===== src/rtl/axil_pkg.sv =====
// Shared AXI-Lite interconnect types: arbitration mode, write-arbiter states, defaults.
package axil_pkg;

  localparam int unsigned NUM_MASTER_DEF     = 4;
  localparam int unsigned TIMEOUT_CYCLES_DEF = 1024;

  typedef enum logic {
    ARB_FIXED = 1'b0,
    ARB_RR    = 1'b1
  } arb_mode_t;

  typedef enum logic [1:0] {
    IDLE = 2'd0,
    XFER = 2'd1,
    RESP = 2'd2
  } arb_wr_state_t;

endpackage


===== src/rtl/axil_arb_select.sv =====
// Combinational grant selector shared by the AXI-Lite read and write arbiters.
// Fixed mode: lowest set index wins. Round-robin: search starts at ptr_i+1 and
// wraps, so the pointer's own master is considered last.
module axil_arb_select
  import axil_pkg::*;
#(
  parameter  int unsigned NUM_MASTER = NUM_MASTER_DEF,
  localparam int unsigned IDX_W      = $clog2(NUM_MASTER)
) (
  input  logic [NUM_MASTER-1:0] req_i,
  input  logic [IDX_W-1:0]      ptr_i,
  input  arb_mode_t             mode_i,
  output logic [NUM_MASTER-1:0] gnt_oh_o,
  output logic [IDX_W-1:0]      gnt_idx_o
);

  logic             found;
  logic [IDX_W-1:0] cand;

  // Priority search over the request vector
  always_comb begin
    gnt_oh_o  = '0;
    gnt_idx_o = '0;
    found     = 1'b0;
    cand      = '0;
    if (mode_i == ARB_FIXED) begin
      for (int i = 0; i < int'(NUM_MASTER); i++) begin
        cand = IDX_W'(i);
        if (!found && req_i[cand]) begin
          found     = 1'b1;
          gnt_idx_o = cand;
        end
      end
    end else begin
      for (int k = 1; k <= int'(NUM_MASTER); k++) begin
        cand = IDX_W'((int'(ptr_i) + k) % int'(NUM_MASTER));
        if (!found && req_i[cand]) begin
          found     = 1'b1;
          gnt_idx_o = cand;
        end
      end
    end
    if (found) gnt_oh_o[gnt_idx_o] = 1'b1;
  end

endmodule


===== src/rtl/axil_arbiter_wr.sv =====
// AXI-Lite write-channel arbiter: grants one master the shared AW/W/B path,
// tracks AW and W completion independently, releases on B, and re-grants
// back-to-back without an idle cycle.
// Optional watchdog: define AXIL_ARB_WR_TIMEOUT_EN to build the timeout abort.
module axil_arbiter_wr
  import axil_pkg::*;
#(
  parameter  int unsigned NUM_MASTER     = NUM_MASTER_DEF,
  parameter  int unsigned ARB_MODE       = 1,
  parameter  int unsigned TIMEOUT_CYCLES = TIMEOUT_CYCLES_DEF,
  localparam int unsigned IDX_W          = $clog2(NUM_MASTER)
) (
  input  logic                  aclk,
  input  logic                  areset,
  input  logic [NUM_MASTER-1:0] request_wr,
  output logic [NUM_MASTER-1:0] grant_wr,
  output logic [IDX_W-1:0]      grant_idx,
  output logic                  grant_valid,
  input  logic                  s_axil_awvalid,
  input  logic                  s_axil_awready,
  input  logic                  s_axil_wvalid,
  input  logic                  s_axil_wready,
  input  logic                  s_axil_bvalid,
  input  logic [NUM_MASTER-1:0] m_axil_bready,
  output logic                  timeout_err,
  output logic [IDX_W-1:0]      timeout_idx
);

  localparam arb_mode_t MODE = (ARB_MODE == 0) ? ARB_FIXED : ARB_RR;

  // Elaboration-time parameter sanity check
  if (NUM_MASTER < 2 || NUM_MASTER > 16 || TIMEOUT_CYCLES < 2) begin : g_param_chk
    $error("axil_arbiter_wr: NUM_MASTER must be 2..16 and TIMEOUT_CYCLES >= 2");
  end

  arb_wr_state_t         state_q, state_d;
  logic [NUM_MASTER-1:0] grant_wr_q, grant_wr_d, sel_oh;
  logic [IDX_W-1:0]      grant_idx_q, grant_idx_d, ptr_q, ptr_d, sel_idx;
  logic                  grant_valid_q, grant_valid_d;
  logic                  aw_done_q, aw_done_d, w_done_q, w_done_d;
  logic                  aw_hs, w_hs, b_hs, more_req, load, rel;

  assign aw_hs    = s_axil_awvalid & s_axil_awready;
  assign w_hs     = s_axil_wvalid & s_axil_wready;
  assign b_hs     = s_axil_bvalid & m_axil_bready[grant_idx_q];
  // RR hands over only to another master; fixed priority may re-grant the same one
  assign more_req = (MODE == ARB_RR) ? |(request_wr & ~grant_wr_q) : |request_wr;

  axil_arb_select #(
    .NUM_MASTER (NUM_MASTER)
  ) u_select (
    .req_i     (request_wr),
    .ptr_i     (ptr_q),
    .mode_i    (MODE),
    .gnt_oh_o  (sel_oh),
    .gnt_idx_o (sel_idx)
  );

`ifdef AXIL_ARB_WR_TIMEOUT_EN
  localparam int unsigned CNT_W = $clog2(TIMEOUT_CYCLES);

  logic [CNT_W-1:0] cnt_q, cnt_d;
  logic [IDX_W-1:0] timeout_idx_q, timeout_idx_d;
  logic             timeout_err_q, timeout_err_d, abort;
`endif

  // Next-state, grant and handshake tracking
  always_comb begin
    state_d       = state_q;
    grant_wr_d    = grant_wr_q;
    grant_idx_d   = grant_idx_q;
    grant_valid_d = grant_valid_q;
    aw_done_d     = aw_done_q;
    w_done_d      = w_done_q;
    ptr_d         = ptr_q;
    load          = 1'b0;
    rel           = 1'b0;
`ifdef AXIL_ARB_WR_TIMEOUT_EN
    cnt_d         = cnt_q;
    timeout_idx_d = timeout_idx_q;
    timeout_err_d = 1'b0;
    abort         = 1'b0;
`endif

    case (state_q)
      IDLE: begin
        if (|request_wr) load = 1'b1;
      end
      XFER: begin
        aw_done_d = aw_done_q | aw_hs;
        w_done_d  = w_done_q | w_hs;
        if (aw_done_d && w_done_d) state_d = RESP;
      end
      RESP: begin
        if (b_hs) begin
          if (more_req) load = 1'b1;
          else          rel  = 1'b1;
        end
      end
      default: state_d = IDLE;
    endcase

    if (load) begin
      state_d       = XFER;
      grant_wr_d    = sel_oh;
      grant_idx_d   = sel_idx;
      grant_valid_d = 1'b1;
      aw_done_d     = 1'b0;
      w_done_d      = 1'b0;
      ptr_d         = sel_idx;
    end

`ifdef AXIL_ARB_WR_TIMEOUT_EN
    if (load)                   cnt_d = '0;
    else if (state_q != IDLE)   cnt_d = cnt_q + CNT_W'(1);
    abort = (state_q != IDLE) && (cnt_q == CNT_W'(TIMEOUT_CYCLES - 1)) && !load && !rel;
    if (abort) begin
      timeout_err_d = 1'b1;
      timeout_idx_d = grant_idx_q;
    end
    if (rel || abort) begin
`else
    if (rel) begin
`endif
      state_d       = IDLE;
      grant_wr_d    = '0;
      grant_idx_d   = '0;
      grant_valid_d = 1'b0;
    end
  end

  // State and grant registers
  always_ff @(posedge aclk) begin
    if (areset) begin
      state_q       <= IDLE;
      grant_wr_q    <= '0;
      grant_idx_q   <= '0;
      grant_valid_q <= 1'b0;
      aw_done_q     <= 1'b0;
      w_done_q      <= 1'b0;
      ptr_q         <= IDX_W'(NUM_MASTER - 1);
    end else begin
      state_q       <= state_d;
      grant_wr_q    <= grant_wr_d;
      grant_idx_q   <= grant_idx_d;
      grant_valid_q <= grant_valid_d;
      aw_done_q     <= aw_done_d;
      w_done_q      <= w_done_d;
      ptr_q         <= ptr_d;
    end
  end

`ifdef AXIL_ARB_WR_TIMEOUT_EN
  // Watchdog counter and abort report
  always_ff @(posedge aclk) begin
    if (areset) begin
      cnt_q         <= '0;
      timeout_err_q <= 1'b0;
      timeout_idx_q <= '0;
    end else begin
      cnt_q         <= cnt_d;
      timeout_err_q <= timeout_err_d;
      timeout_idx_q <= timeout_idx_d;
    end
  end

  assign timeout_err = timeout_err_q;
  assign timeout_idx = timeout_idx_q;
`else
  assign timeout_err = 1'b0;
  assign timeout_idx = '0;
`endif

  assign grant_wr    = grant_wr_q;
  assign grant_idx   = grant_idx_q;
  assign grant_valid = grant_valid_q;

`ifndef SYNTHESIS
  // A B handshake before AW and W have both completed is a protocol violation
  always_ff @(posedge aclk) begin
    if (!areset) begin
      assert (!(state_q == XFER && b_hs))
        else $error("axil_arbiter_wr: B handshake while AW/W still outstanding");
    end
  end
`endif

endmodule


===== config.mk =====
export PLATFORM = sky130hd
export DESIGN_NAME = axil_arbiter_wr
export DESIGN_NICKNAME = d
export VERILOG_FILES = /design/src/rtl/axil_pkg.sv /design/src/rtl/axil_arb_select.sv /design/src/rtl/axil_arbiter_wr.sv
export SDC_FILE = /design/constraint.sdc
export NUM_CORES = 1
export LEC_CHECK = 0
export CORE_UTILIZATION = 43
export DETAILED_ROUTE_END_ITERATION = 16
export PLACE_DENSITY_LB_ADDON = 0.3
export SLEW_MARGIN = 10
export SYNTH_ARGS = -nofsm -noshare
export SYNTH_HDL_FRONTEND = slang
export SYNTH_SLANG_ARGS = --single-unit

===== constraint.sdc =====
create_clock -name aclk -period 1.8 [get_ports aclk]
set_input_delay 0.18 -clock aclk [delete_from_list [all_inputs] [get_ports aclk]]
set_output_delay 0.18 -clock aclk [all_outputs]
set_load 0.02 [all_outputs]

==> impl_results.md <==
* Vias at 737
* Peak supply drop at 489 µV
* Critical Path RT at a little over 2 ns
* Clock Tree Buf Depth at 2
* Gp weighted congestion at 0.840
* Setup crit end kind: register
* Yosys warning total at 0
* Yosys reg bits at 13
* # clock sinks at 13
* Worst-skew pair later-pin latency at around 0.28 ns
* Htree depth at 1
* Synthesized area per cell at slightly above 8 µm²
* Number of synthesized flops with an enable pin at 0
* Drt pass-1 iters at 4
* Final hold vios at 0
* DRT met1 WL at 760 µm
* DR WL met3 at 67 µm
* Critical Path Start Type: input port
* Most used DFF post-synth: dfxtp_1
* Vias in the first global route at 769
* GRT Residual Overflow at 0
* Hold_ws at 0.461 ns
* Leading post-synthesis cells by cell area: dfxtp_1 36%, a21oi_1 7.7%, nand2_1 6.3%, nand2b_1 5.2%, nor2_1 5.2%
* Top-Level Pins at 25
* Asr flop ratio synth at 0%
* Row cnt at 14
* Uppermost layer routed: met4
* Max-Cap Viols at 0
* DIE AREA at 0.00184 mm²
* Clock skew at 0.00331 ns
* Distinct cells, synth at 30
* Fin crit period at 1.68 ns
* Final WL at about 1700 µm
* Initial antenna violation count at 0
* First-pass GRT wire length at about 3100 µm
* Largest net degree at the start of global routing at 9
* Antenna cells at 0
* Post-cts sizing count at 0
* Final setup violation count at 0
* DR vias/cell at 5.50
* DP HPWL at approximately 1400 µm
* Global-route usage over all layers at 22.0%
* Final period util at 93.2%
* Fin util at 66.6%
* WL per Instance at between 10 and 15 µm
* P_leak at 0.400 nW
* Share of layout cells above drive strength 1 at roughly 16%
* Crit path max fanout at 5
* Die Ht at 42.9 µm
* Synth cell count leaders: 13 x dfxtp_1, 12 x nand2_1, 11 x a21oi_1
* Drt drc at 0
* Syn Inst Count at 87
* Post-synthesis instance area at slightly above 700 µm²
* Data arrival, critical path at 1.89 ns
* RSZ-0062 raised after global routing: false
* Core area at between 0.0015 and 0.002 mm²
* Outcome: finished clean
* Die W at 42.9 µm
* Post-CTS Setup Bufs at 0
* Sequential share of the synthesized area at 36.2%
* Total Neg Setup Slack at 0 ns
* Nets at 134
* Pwr/cell area at 751 mW/mm²
* Num CTS Buffers at 3
* Slew Limit Fails at 0
* CTS tree: yes
* CTS hold repair buffers at 0
* Count leader, synth: dfxtp_1
* Clk root buf: clkbuf_4
* 1st-iter DRT viols at 18
* DR WL met2 at 879 µm
* ANT nets after route at 0
* Maximum clock frequency at 0.596 GHz
* Port bufs at 21
* Crit path kind: in -> reg
* Area Overhead vs Synth at 43.0%
* Post-synth top area share at 36.2%
* Effective utilization at floorplan at 46.6%
* CTS clk-pin slew, worst paths at roughly 0.08 ns
* Hold WC Path Type: reg -> reg
* Yosys top cell by area: dfxtp_1
[power breakdown]
| group | internal (W) | switching (W) | leakage [nW] |
|---|---|---|---|
| Combinational | 0.000132 | 0.000124 | 0.278 |
| Sequential | 0.000312 | 0.0000233 | 0.107 |
| Clock | 0.0000860 | 0.0000939 | 0.0150 |
| Total | 0.000530 | 0.000241 | 0.400 |
[state kept, by name, summed over array words and instances (netlist names)]
signal,cells
w_done_q,1
ptr_q,2
grant_wr,4
aw_done_q,1
grant_idx,2
state_q,2
grant_valid,1
[per-layer routing]
metal / global-route usage (%) / up-vias
li1: - / 370
met1: 26.4 / 344
met2: 37.0 / 18
met3: 5.11 / 5
met4: 9.38 / 0
met5: 0 / -
[area by class of cell]
cell class | instances | area [µm²]
Fill cell | 145 | 514
Multi-Input combinational cell | 69 | 434
Timing Repair Buffer | 30 | 278
Sequential cell | 13 | 262
Clock buffer | 4 | 26.3
Tap cell | 16 | 20.0
Inverter | 2 | 7.51
[metrics by stage]
step                cell area [µm²]  total power [W]  cells  setup WS [ns]
floorplan                       726         0.000477     89         0.0210
global placement                992         0.000583    130        -0.0689
detailed placement              992         0.000590    130         -0.154
CTS                            1020         0.000767    134         0.0776
global route                   1030         0.000814    134         0.0207
finish                         1030         0.000771    134          0.122
[cell families after synthesis]
group | synth area share [%]
other | 0.522
buffers and inverters | 5.40
DFF | 36.2
muxes | 2.79
and+or+nand+nor | 27.0
AOI/OAI and AO/OA | 28.0
[critical path, stage by stage]
cell and delay [ns]:
clkdlybuf4s50_1 0.49, nand2_1 0.11, o21ai_0 0.08, a221o_1 0.39
or4b_1 0.51, a21oi_1 0.14
[layout by cell type (no fill, tap or decap), types with 2 or more instances in the layout]
cell type / instances
buf_4: 9
nand2b_1: 6
nor2_1: 10
inv_1: 2
mux2i_2: 2
conb_1: 3
nand2_1: 12
o21ai_0: 2
nor3_1: 4
dfxtp_1: 12
clkdlybuf4s50_1: 21
clkbuf_4: 3
a31oi_1: 3
a21oi_1: 11
[worst paths after layout]
path | start | endpoint | slack, ns | cells past startpoint
min reg2reg | grant_wr[0] | grant_wr[0] | 0.46 | 2
max reg2reg | ptr_q[1] | grant_wr[0] | 0.13 | 4
max | request_wr[3] | grant_wr[0] | 0.12 | 6
min | grant_wr[0] | grant_wr[0] | 0.46 | 2
Note: power is estimated with default switching activity, not from simulation.
